**config.mk**
```make
export PLATFORM = sky130hd
export DESIGN_NAME = operand_fetch_flat
export DESIGN_NICKNAME = d
export VERILOG_FILES = /design/src/rtl/cpu_pkg.sv /design/src/rtl/operand_fetch_if.sv /design/src/rtl/reg_scoreboard.sv /design/src/rtl/operand_fetch.sv /design/src/flat_wrapper.sv
export SDC_FILE = /design/constraint.sdc
export NUM_CORES = 1
export LEC_CHECK = 0
export BUFFER_PORTS_ARGS = -buffer_cell sky130_fd_sc_hd__buf_2
export CELL_PAD_IN_SITES_DETAIL_PLACEMENT = 1
export CELL_PAD_IN_SITES_GLOBAL_PLACEMENT = 2
export CORE_MARGIN = 2
export CORE_UTILIZATION = 27
export CTS_CLUSTER_SIZE = 10
export DETAILED_ROUTE_END_ITERATION = 8
export PLACE_DENSITY = 0.79
export SLEW_MARGIN = 25
export SYNTH_ARGS = -nofsm -noshare
export SYNTH_HDL_FRONTEND = slang
export SYNTH_SLANG_ARGS = --single-unit
```
**constraint.sdc**
```tcl
create_clock -name clk -period 2.4 [get_ports clk]
set_input_delay 0.36 -clock clk [delete_from_list [all_inputs] [get_ports clk]]
set_output_delay 0.36 -clock clk [all_outputs]
set_load 0.005 [all_outputs]
```
**src/rtl/cpu_pkg.sv**
```systemverilog
// Shared RV32I core definitions: default register-file geometry, register
// index / data word types and the hardwired-zero register index.
// No ports.

package cpu_pkg;

   localparam int REG_W  = 5;    // register address width
   localparam int REG_S  = 32;   // number of architectural registers
   localparam int DATA_W = 32;   // operand width

   typedef logic [REG_W-1:0]  reg_idx_t;
   typedef logic [DATA_W-1:0] word_t;

   localparam reg_idx_t REG_ZERO = '0;

endpackage

```
**src/rtl/operand_fetch_if.sv**
```systemverilog
// Decode -> operand fetch -> execute handshake bundle.
//   in_*  : decoded instruction channel (valid/ready, rs1, rs2, rd, rd_we)
//   out_* : operand channel toward execute (valid/ready, op1, op2, rd, rd_we)
// master : environment view (drives instructions, accepts operands)
// slave  : operand_fetch view

interface operand_fetch_if #(
   parameter int REG_W  = cpu_pkg::REG_W,
   parameter int DATA_W = cpu_pkg::DATA_W
);
   logic              in_valid;
   logic              in_ready;
   logic [REG_W-1:0]  in_rs1;
   logic [REG_W-1:0]  in_rs2;
   logic [REG_W-1:0]  in_rd;
   logic              in_rd_we;

   logic              out_valid;
   logic              out_ready;
   logic [DATA_W-1:0] out_op1;
   logic [DATA_W-1:0] out_op2;
   logic [REG_W-1:0]  out_rd;
   logic              out_rd_we;

   modport master (
      output in_valid, in_rs1, in_rs2, in_rd, in_rd_we, out_ready,
      input  in_ready, out_valid, out_op1, out_op2, out_rd, out_rd_we
   );

   modport slave (
      input  in_valid, in_rs1, in_rs2, in_rd, in_rd_we, out_ready,
      output in_ready, out_valid, out_op1, out_op2, out_rd, out_rd_we
   );
endinterface

```
**src/rtl/reg_scoreboard.sv**
```systemverilog
// Per-register pending-writeback tracker.
//   clk, rst_n       : clock, async active-low reset (clears all busy bits)
//   set_en/set_idx   : mark a register as having an in-flight writer
//   clr_en/clr_idx   : writeback retired for a register
//   q1/q2_idx, busy  : source operand queries (combinational)
//   qw_idx, busy     : destination (WAW) query (combinational)
// Set and clear of the same register in one cycle leaves it busy.

module reg_scoreboard #(
   parameter int REG_W = cpu_pkg::REG_W,
   parameter int REG_S = cpu_pkg::REG_S
) (
   input  logic             clk,
   input  logic             rst_n,
   input  logic             set_en,
   input  logic [REG_W-1:0] set_idx,
   input  logic             clr_en,
   input  logic [REG_W-1:0] clr_idx,
   input  logic [REG_W-1:0] q1_idx,
   output logic             q1_busy,
   input  logic [REG_W-1:0] q2_idx,
   output logic             q2_busy,
   input  logic [REG_W-1:0] qw_idx,
   output logic             qw_busy
);
   import cpu_pkg::*;

   logic [REG_S-1:0] busy;

   // Clear first, set last, so a same-cycle set on the same index wins.
   // x0 never gets a pending writer.
   always_ff @(posedge clk or negedge rst_n) begin
      if (!rst_n) begin
         busy <= '0;
      end else begin
         if (clr_en)
            busy[clr_idx] <= 1'b0;
         if (set_en && set_idx != REG_ZERO)
            busy[set_idx] <= 1'b1;
      end
   end

   assign q1_busy = busy[q1_idx];
   assign q2_busy = busy[q2_idx];
   assign qw_busy = busy[qw_idx];

endmodule

```
**src/rtl/operand_fetch.sv**
```systemverilog
// Operand fetch stage: reads rs1/rs2 from the register file, stalls on
// RAW/WAW hazards against pending writebacks, and holds one operand entry
// for execute.
//   clk, rst_n            : clock, async active-low reset
//   flush                 : drop the held entry (branch redirect)
//   bus (slave)           : decode-in / execute-out handshake bundle
//   rf_a1/rf_a2           : rfile read addresses (= in_rs1/in_rs2)
//   rf_rd1/rf_rd2         : rfile asynchronous read data
//   wb_valid/wb_rd/wb_data: writeback bus (also writes the rfile)
// Build option: OPERAND_FETCH_WB_BYPASS_EN forwards same-cycle writeback
// data into captured operands and lets a register being cleared this cycle
// through without a stall. Without it, a dependent instruction waits until
// the cycle after the writeback, when the rfile holds the new value.

module operand_fetch #(
   parameter int REG_W  = cpu_pkg::REG_W,
   parameter int REG_S  = cpu_pkg::REG_S,
   parameter int DATA_W = cpu_pkg::DATA_W
) (
   input  logic              clk,
   input  logic              rst_n,
   input  logic              flush,
   operand_fetch_if.slave    bus,
   output logic [REG_W-1:0]  rf_a1,
   output logic [REG_W-1:0]  rf_a2,
   input  logic [DATA_W-1:0] rf_rd1,
   input  logic [DATA_W-1:0] rf_rd2,
   input  logic              wb_valid,
   input  logic [REG_W-1:0]  wb_rd,
   input  logic [DATA_W-1:0] wb_data
);
   import cpu_pkg::*;

   typedef struct packed {
      logic              valid;
      logic [DATA_W-1:0] op1;
      logic [DATA_W-1:0] op2;
      logic [REG_W-1:0]  rd;
      logic              rd_we;
   } entry_t;

   entry_t            ent_q;
   logic              busy1, busy2, busyw;
   logic              clr1, clr2, clrw;
   logic              fwd1, fwd2;
   logic              hz_raw, hz_waw, hz_hold, hazard;
   logic              in_fire, out_fire;
   logic [DATA_W-1:0] op1, op2;

   assign rf_a1 = bus.in_rs1;
   assign rf_a2 = bus.in_rs2;

   // A writeback this cycle to a queried register: bypass build uses it to
   // both release the stall and supply the data.
`ifdef OPERAND_FETCH_WB_BYPASS_EN
   assign fwd1 = wb_valid && wb_rd == bus.in_rs1;
   assign fwd2 = wb_valid && wb_rd == bus.in_rs2;
   assign clr1 = fwd1;
   assign clr2 = fwd2;
   assign clrw = wb_valid && wb_rd == bus.in_rd;
`else
   logic unused_wb;
   assign fwd1      = 1'b0;
   assign fwd2      = 1'b0;
   assign clr1      = 1'b0;
   assign clr2      = 1'b0;
   assign clrw      = 1'b0;
   assign unused_wb = ^wb_data;
`endif

   reg_scoreboard #(.REG_W(REG_W), .REG_S(REG_S)) u_sb (
      .clk     (clk),
      .rst_n   (rst_n),
      .set_en  (out_fire && ent_q.rd_we && ent_q.rd != REG_ZERO),
      .set_idx (ent_q.rd),
      .clr_en  (wb_valid),
      .clr_idx (wb_rd),
      .q1_idx  (bus.in_rs1),
      .q1_busy (busy1),
      .q2_idx  (bus.in_rs2),
      .q2_busy (busy2),
      .qw_idx  (bus.in_rd),
      .qw_busy (busyw)
   );

   assign hz_raw = (bus.in_rs1 != REG_ZERO && busy1 && !clr1) ||
                   (bus.in_rs2 != REG_ZERO && busy2 && !clr2);
   assign hz_waw = bus.in_rd_we && bus.in_rd != REG_ZERO && busyw && !clrw;

   // The held entry only enters the scoreboard when it fires, so compare
   // against it directly.
   assign hz_hold = ent_q.valid && ent_q.rd_we && ent_q.rd != REG_ZERO &&
                    (ent_q.rd == bus.in_rs1 || ent_q.rd == bus.in_rs2 ||
                     (bus.in_rd_we && ent_q.rd == bus.in_rd));

   assign hazard       = hz_raw || hz_waw || hz_hold;
   assign out_fire     = ent_q.valid && bus.out_ready;
   assign bus.in_ready = !flush && (!ent_q.valid || bus.out_ready) && !hazard;
   assign in_fire      = bus.in_valid && bus.in_ready;

   always_comb begin
      op1 = rf_rd1;
      op2 = rf_rd2;
      if (fwd1) op1 = wb_data;
      if (fwd2) op2 = wb_data;
      if (bus.in_rs1 == REG_ZERO) op1 = '0;
      if (bus.in_rs2 == REG_ZERO) op2 = '0;
   end

   always_ff @(posedge clk or negedge rst_n) begin
      if (!rst_n) begin
         ent_q <= '0;
      end else if (flush) begin
         ent_q.valid <= 1'b0;
      end else if (in_fire) begin
         ent_q <= '{valid: 1'b1, op1: op1, op2: op2,
                    rd: bus.in_rd, rd_we: bus.in_rd_we};
      end else if (out_fire) begin
         ent_q.valid <= 1'b0;
      end
   end

   assign bus.out_valid = ent_q.valid;
   assign bus.out_op1   = ent_q.op1;
   assign bus.out_op2   = ent_q.op2;
   assign bus.out_rd    = ent_q.rd;
   assign bus.out_rd_we = ent_q.rd_we;

endmodule
```
**src/flat_wrapper.sv**
```systemverilog
// flat-port wrapper written by rule: the top's interface ports become plain ports
module operand_fetch_flat import cpu_pkg::*;
#(
   parameter int REG_W  = cpu_pkg::REG_W,
   parameter int REG_S  = cpu_pkg::REG_S,
   parameter int DATA_W = cpu_pkg::DATA_W
)
  (clk, rst_n, flush, rf_a1, rf_a2, rf_rd1, rf_rd2, wb_valid, wb_rd, wb_data, bus_in_valid, bus_in_rs1, bus_in_rs2, bus_in_rd, bus_in_rd_we, bus_out_ready, bus_in_ready, bus_out_valid, bus_out_op1, bus_out_op2, bus_out_rd, bus_out_rd_we);
  operand_fetch_if #(.REG_W(REG_W), .DATA_W(DATA_W)) bus_i ();
  input  logic clk;
  input  logic rst_n;
  input  logic flush;
  output logic [REG_W-1:0] rf_a1;
  output logic [REG_W-1:0] rf_a2;
  input  logic [DATA_W-1:0] rf_rd1;
  input  logic [DATA_W-1:0] rf_rd2;
  input  logic wb_valid;
  input  logic [REG_W-1:0] wb_rd;
  input  logic [DATA_W-1:0] wb_data;
  input wire logic [$bits(bus_i.in_valid)-1:0] bus_in_valid;
  input wire logic [$bits(bus_i.in_rs1)-1:0] bus_in_rs1;
  input wire logic [$bits(bus_i.in_rs2)-1:0] bus_in_rs2;
  input wire logic [$bits(bus_i.in_rd)-1:0] bus_in_rd;
  input wire logic [$bits(bus_i.in_rd_we)-1:0] bus_in_rd_we;
  input wire logic [$bits(bus_i.out_ready)-1:0] bus_out_ready;
  output wire logic [$bits(bus_i.in_ready)-1:0] bus_in_ready;
  output wire logic [$bits(bus_i.out_valid)-1:0] bus_out_valid;
  output wire logic [$bits(bus_i.out_op1)-1:0] bus_out_op1;
  output wire logic [$bits(bus_i.out_op2)-1:0] bus_out_op2;
  output wire logic [$bits(bus_i.out_rd)-1:0] bus_out_rd;
  output wire logic [$bits(bus_i.out_rd_we)-1:0] bus_out_rd_we;
  assign bus_i.in_valid = bus_in_valid;
  assign bus_i.in_rs1 = bus_in_rs1;
  assign bus_i.in_rs2 = bus_in_rs2;
  assign bus_i.in_rd = bus_in_rd;
  assign bus_i.in_rd_we = bus_in_rd_we;
  assign bus_i.out_ready = bus_out_ready;
  assign bus_in_ready = bus_i.in_ready;
  assign bus_out_valid = bus_i.out_valid;
  assign bus_out_op1 = bus_i.out_op1;
  assign bus_out_op2 = bus_i.out_op2;
  assign bus_out_rd = bus_i.out_rd;
  assign bus_out_rd_we = bus_i.out_rd_we;
  operand_fetch #(.REG_W(REG_W), .REG_S(REG_S), .DATA_W(DATA_W)) u_core (.clk(clk), .rst_n(rst_n), .flush(flush), .bus(bus_i), .rf_a1(rf_a1), .rf_a2(rf_a2), .rf_rd1(rf_rd1), .rf_rd2(rf_rd2), .wb_valid(wb_valid), .wb_rd(wb_rd), .wb_data(wb_data));
endmodule
```
==> results.md, run 1 <==
- Antenna Cells: 0
- Failing checks: negative setup slack
- GR Overflow Total: 0
- Max Fclk: 374 MHz
- CTS H-Tree Depth: 3
- Crit path DAT: 2.32 ns
- Largest net degree at the start of global routing: 72
- P_sw: 2.51 mW
- Worst R2R End: u_core.bus.out_rd[2]$_DFFE_PN0P_
- Port Buffers: 172
- P per Cell Area: 820 nW/um^2
- Max incr delay on CP: 0.50 ns
- # rows: 52
- CP Launch Type: register
- Maximum VDD drop: 0.000365 V
- Post-synth EDFFs: 0
- Post-synthesis area per instance: 10.0 sq um
- Slew @ Worst Pin: 0.474 ns
- Drt pass-1 iters: 4
- Synth area leader: dfrtp_1
- Vias/cell: 5.30
- Comb power frac: 39.8%
- Netlist cell types: 43
- Post-synthesis xor/xnor area fraction: 2.35%
- Asr flop ratio synth: 100%
- Global-route wire length before repair: 32300 um
- DRC violations left: 0
- Inserted Clock Buffers: 9
- Wire per inst: 23.0 um
- CP bufs+invs: 2
- Crit path capture: bus_in_ready
- RSZ-0062 raised after global routing: yes
- Clk buf depth: 2
- Setup CP Type: register to output port
- RD Place Congestion: 0.890
- Starting Density: 27.6%
- Gr usage total: 19.2%
- Static Leak: 3.76 nW
- Int Power: 4.42 mW
- Post-Route Utilization: 41.7%
- Synthesized cell area: 5580 sq um
- Detail Placement HPWL: 14600 um
- Layout cells sized above 1: 51.4%
- Most frequent cells in the layout: buf_2 (171), dfrtp_1 (102), o21ai_0 (76)
- Net Count, Synth: 679
- Worst path depth: 8
- Routed vias: 5443
- Critical-path maximum fanout: 4
- Synth Area in Simple Gates: 11.1%
- Cells after Synth: 556
- Net Sw Frac: 36.2%
- CP delay by family, top: multiplexers
- FF+latch area: 2580 sq um
- P&R area growth vs syn: 51.4%
- Largest family of logic cells by synthesized area: compound AO/OA/AOI/OAI gates
- Hold slack: 0.237 ns
- Register area share after synthesis: 46.2%
- Worst EP required: 2.04 ns
- Final hold violation count: 0
- Fillers: 2287
- Full die area: 21800 sq um
- Worst-path clk slew: 0.08 ns
- Hold Path Class: primary input to register
- Worst Setup SP: u_core.u_sb.busy[16]$_DFF_PN0_
- Yosys warning count: 0
- Post-synthesis mux area share: 12.0%
- Worst Hold Launch: rf_rd2[14]
- Synth top area cells: dfrtp_1 (46%), o21ai_0 (11%), o31ai_1 (8.6%), mux4_2 (8.5%), nand2_1 (4.8%)
- Final setup vio count: 72
- Seq pwr share: 37.9%
- Final period util: 112%
- I/O pin count: 205
- CP max stage cell: mux4_2
- Reg2reg setup slack: -0.26 ns
- Most common cell after layout, fill and taps aside: buf_2
- Cell Chain, Critical Path: mux4_2, mux2i_2, nor2_1, a311oi_2, buf_4, o311ai_4, nor2b_1, buf_2
- Iter 0 DRT Violations: 272
- Status: complete, but fails checks
- Yosys top cell area share: 46.2%
- Clock share of power: 22.3%
- FF+latch count, synth: 103
- Drt total wl: 23600 um
- Reg2Reg Launch Point: u_core.u_sb.busy[16]$_DFF_PN0_
- Worst Reg-to-Reg Cells: 10
- Slew Limit Fails: 0
- Min cycle time layout: 2.68 ns
- Skew final: 0.0104 ns
- CTS root buf: clkbuf_16
- ANT nets after route: 0
- Max-cap violation count: 0
- Area share of fa/ha/maj cells after synthesis: 0%
- Die height: 148 um
- CTS tree: yes
- Die Width: 148 um
- CTS sink count: 103
- Prevailing post-synth register cell: dfrtp_1
- Post-synthesis compound-gate area fraction: 22.3%
- Nets: 875
- Initial antenna violation count: 2
- Vias in the first global route: 5690
- Max-slew headroom: 68.0%
- Multi-input gate area: 3360 sq um
- Skew-Pair Late Insertion Delay: 0.36 ns
- Core box area: 20200 sq um
- Crit end category: output port
- Setup ws final: -0.277 ns
## worst min-delay path by stage
stage	endpoint	slack, ns	cells past startpoint
5_1_grt	u_core.bus.out_op1[27]$_DFFE_PN0P_	0.23	3
3_5_place_dp	u_core.bus.out_op1[6]$_DFFE_PN0P_	0.31	1
2_1_floorplan	u_core.bus.out_op1[0]$_DFFE_PN0P_	0.06	0
3_3_place_gp	u_core.bus.out_op1[6]$_DFFE_PN0P_	0.31	1
4_1_cts	u_core.bus.out_op1[27]$_DFFE_PN0P_	0.22	3
6_report	u_core.bus.out_op2[14]$_DFFE_PN0P_	0.24	3
## synthesized netlist by cell type, types with 4 or more instances
cell type / instances
mux2_2: 12
nand2_1: 72
xor2_1: 10
buf_4: 17
buf_2: 15
mux4_2: 21
o21ai_0: 125
inv_1: 4
dfrtp_1: 103
nand3b_1: 13
clkbuf_1: 28
nor2_1: 7
xnor2_1: 5
mux2i_1: 5
o31ai_1: 64
or3b_2: 5
nand3_1: 14
## routing by layer
layer  up-vias  track usage, %  part of all wire, %
li1       2450               -                    -
met1      2770            24.0                   41
met2       186            33.6                   52
met3        33            3.18                  5.3
met4         4            6.39                  2.1
met5         -               0                 0.10
## power by group through the flow
stage          combinational (mW)  clock (mW)  sequential (mW)
2_1_floorplan                1.01           0             2.52
3_3_place_gp                 1.90           0             2.53
3_5_place_dp                 1.98           0             2.56
4_1_cts                      2.17        1.59             2.53
5_1_grt                      2.96        1.67             2.69
6_report                     2.75        1.54             2.63
## worst min-delay path: cells and delay by family
family	cells	cell delay, ns
and+or+nand+nor	1	0.05
buffers and inverters	1	0.10
AOI/OAI and AO/OA	1	0.05
## area by class of cell
type / count / area share (%)
multi-input combinational: 388 / 39.8
sequential: 103 / 30.5
timing repair buffer: 246 / 21.8
tap: 270 / 4.00
clock buffer: 11 / 2.87
clock inverter: 5 / 0.770
inverter: 4 / 0.178
## state kept, by name (all words and copies together) (netlist names)
register / count
u_core.bus.out_valid: 1
u_core.bus.out_op1: 32
u_core.bus.out_op2: 32
u_core.u_sb.busy: 32
u_core.bus.out_rd: 5
u_core.bus.out_rd_we: 1
## per-stage QoR
stage	setup TNS, ns	total power [mW]	worst slack, ns	instance area [sq um]	instances
after detailed placement	-23.86	4.54	-0.414	6910	987
after global routing	-15.29	7.32	-0.322	8440	1027
after global placement	-16.98	4.43	-0.317	6910	987
after floorplan	-0.0309	3.52	-0.0309	5590	556
after CTS	-10.15	6.30	-0.301	7560	1013
final	-11.38	6.92	-0.277	8440	1027
## repair_timing
item	CTS	global route
gates resized for setup	49	142
setup endpoints to repair	71	72
buffers inserted	5	1
hold buffers	1	0
cloned	4	13
pin swaps	4	16
hold endpoints to repair	22	0
## cells by family (layout without fill, tap and decap cells)
logic type | after synthesis | in the layout
flops | 103 | 103
compound gates | 206 | 206
buf+inv | 65 | 266
simple gates | 128 | 128
mux | 39 | 39
xor+xnor | 15 | 15
No activity file was read; power rests on OpenSTA's default activity.
==> run 2, diff against run 1 <==
--- a/config.mk
+++ b/config.mk
@@ -9,10 +9,10 @@
 export CELL_PAD_IN_SITES_DETAIL_PLACEMENT = 1
 export CELL_PAD_IN_SITES_GLOBAL_PLACEMENT = 2
 export CORE_MARGIN = 2
-export CORE_UTILIZATION = 27
+export CORE_UTILIZATION = 30
 export CTS_CLUSTER_SIZE = 10
 export DETAILED_ROUTE_END_ITERATION = 8
-export PLACE_DENSITY = 0.79
+export PLACE_DENSITY = 0.83
 export SLEW_MARGIN = 25
 export SYNTH_ARGS = -nofsm -noshare
 export SYNTH_HDL_FRONTEND = slang
==> constraint.sdc (replaced) <==
create_clock -name clk -period 2.95 [get_ports clk]
set_input_delay 0.4425 -clock clk [delete_from_list [all_inputs] [get_ports clk]]
set_output_delay 0.4425 -clock clk [all_outputs]
set_load 0.005 [all_outputs]
==> run 2 against run 1 <==
Net effect: total power shrank 31%; the flow now finishes without violations; worst hold slack lost 0.17 ns; cell count shrank 9.5%; utilization shrank 3.7 points; highest routed layer is now met4; largest cell class unchanged; sequential share of layout area grew 6.9 points.
==> results.md, run 2 (synthesis results as in run 1) <==
- Hold Path Class: primary input to asynchronous set/reset pin
- Initial antenna violation count: 1
- Min cycle time layout: 2.80 ns
- Die Width: 140 um
- Final setup vio count: 0
- FF+latch area: 2580 sq um
- Wire per inst: 20.2 um
- CP bufs+invs: 2
- Most frequent cells in the layout: buf_2 (171), o21ai_0 (125), dfrtp_1 (103)
- DRT met1 WL: 8110 um
- CTS sink count: 103
- Uppermost routed layer: met4
- Slew @ Worst Pin: 0.639 ns
- Placement Setup Slack: -0.0403 ns
- Gr usage total: 19.0%
- Cell Chain, Critical Path: mux4_2, mux2_2, a211oi_1, buf_4, o311ai_4, nor2b_1, buf_2
- Detail Placement HPWL: 13800 um
- Static Leak: 3.18 nW
- P per Cell Area: 691 nW/um^2
- Nets: 818
- Vias in the first global route: 5211
- Largest net degree at the start of global routing: 66
- Fillers: 2087
- Iter 0 DRT Violations: 323
- Worst EP required: 2.51 ns
- Clk buf depth: 2
- CTS root buf: clkbuf_16
- Final hold violation count: 0
- Full die area: 19700 sq um
- CTS tree: yes
- Worst-path clk slew: 0.08 ns
- CP Launch Type: register
- Slew Limit Fails: 0
- Post-CTS Setup Inserts: 0
- Max incr delay on CP: 0.48 ns
- Setup ws final: 0.146 ns
- Inserted Clock Buffers: 9
- ANT nets after route: 0
- Routed vias: 5026
- GR Overflow Total: 0
- Core box area: 18100 sq um
- Vias/cell: 5.41
- CTS H-Tree Depth: 3
- Critical-path maximum fanout: 5
- Skew-Pair Late Insertion Delay: 0.37 ns
- Status: finished, final reports clean
- Global-route wire length before repair: 29200 um
- Crit path DAT: 2.36 ns
- # rows: 49
- Drt total wl: 18800 um
- Multi-input gate area: 2690 sq um
- Antenna Cells: 0
- Max-cap violation count: 0
- Drt pass-1 iters: 5
- Max Fclk: 357 MHz
- RD Place Congestion: 0.850
- Maximum VDD drop: 0.000252 V
- CP max stage cell: mux4_2
- Inst Count DP: 913
- CP delay by family, top: multiplexers
- P&R area growth vs syn: 23.4%
- I/O pin count: 205
- Starting Density: 30.8%
- Most common cell after layout, fill and taps aside: buf_2
- Fin cells: 929
- Crit end category: output port
- RSZ-0062 raised after global routing: no
- Setup CP Type: register to output port
- Skew final: 0.0180 ns
- Final period util: 95.0%
- Port Buffers: 172
- WL met2: 9240 um
- Die height: 140 um
- Max-slew headroom: 57.4%
- Layout cells sized above 1: 35.7%
- Metal3 WL: 1170 um
- DRC violations left: 0
run 2: cell count changes in the layout (fill, tap and decap cells not counted), sizes merged:
cell,previous run,this run
buf,235,189
bufinv,1,0
dlygate4sd3,1,0
clkinv,0,2
clkinvlp,2,0
clkbuf,21,9
inv,6,9
run 2: routing by layer:
layer	track usage, %	vias up
li1	-	2321
met1	24.2	2521
met2	32.3	164
met3	4.38	20
met4	5.69	0
met5	0	-
run 2: worst paths after layout:
kind / startpoint / to / slack (ns) / depth (start not counted)
worst max-delay path: u_core.u_sb.busy[9]$_DFF_PN0_ / bus_in_ready / 0.15 / 7
worst min-delay path: rst_n / u_core.bus.out_op1[11]$_DFFE_PN0P_ / 0.07 / 1
worst max register to register: u_core.u_sb.busy[9]$_DFF_PN0_ / u_core.bus.out_op2[8]$_DFFE_PN0P_ / 0.37 / 8
worst min register to register: u_core.bus.out_op1[6]$_DFFE_PN0P_ / u_core.bus.out_op1[6]$_DFFE_PN0P_ / 0.49 / 2
max in group asynchronous: rst_n / u_core.u_sb.busy[4]$_DFF_PN0_ / 2.07 / 2
min in group clk: flush / u_core.bus.out_valid$_DFFE_PN0P_ / 0.30 / 2
run 2: area by class of cell:
cell class,instances,share of cell area [%]
clock buffer,9,3.27
clock inverter,7,0.909
tap,229,4.16
timing repair buffer,189,14.9
multi-input combinational,388,39.1
inverter,4,0.218
sequential,103,37.4
run 2: what timing repair did:
| action | in CTS | in global routing |
|---|---|---|
| hold buffers | 0 | 0 |
| resized for setup | 0 | 1 |
| endpoints found under the setup margin | 0 | 1 |
| hold endpoints to repair | 0 | 0 |
run 2: through the flow:
step	power (mW)	TNS [ns]	util [%]	instance area, sq um	hold slack, ns
floorplan	2.87	0	-	5580	0.147
detailed placement	3.62	-0.203	36.4	6590	0.476
global placement	3.52	0	36.4	6590	0.470
global route	5.08	0	38.1	6880	0.106
CTS	4.83	0	38.0	6880	0.0934
finish	4.76	0	38.1	6880	0.0677
run 2: power breakdown:
group | leakage, nW | switching, mW | internal [mW]
Combinational | 1.72 | 0.797 | 0.698
Clock | 0.145 | 0.590 | 0.594
Sequential | 1.32 | 0.281 | 1.80
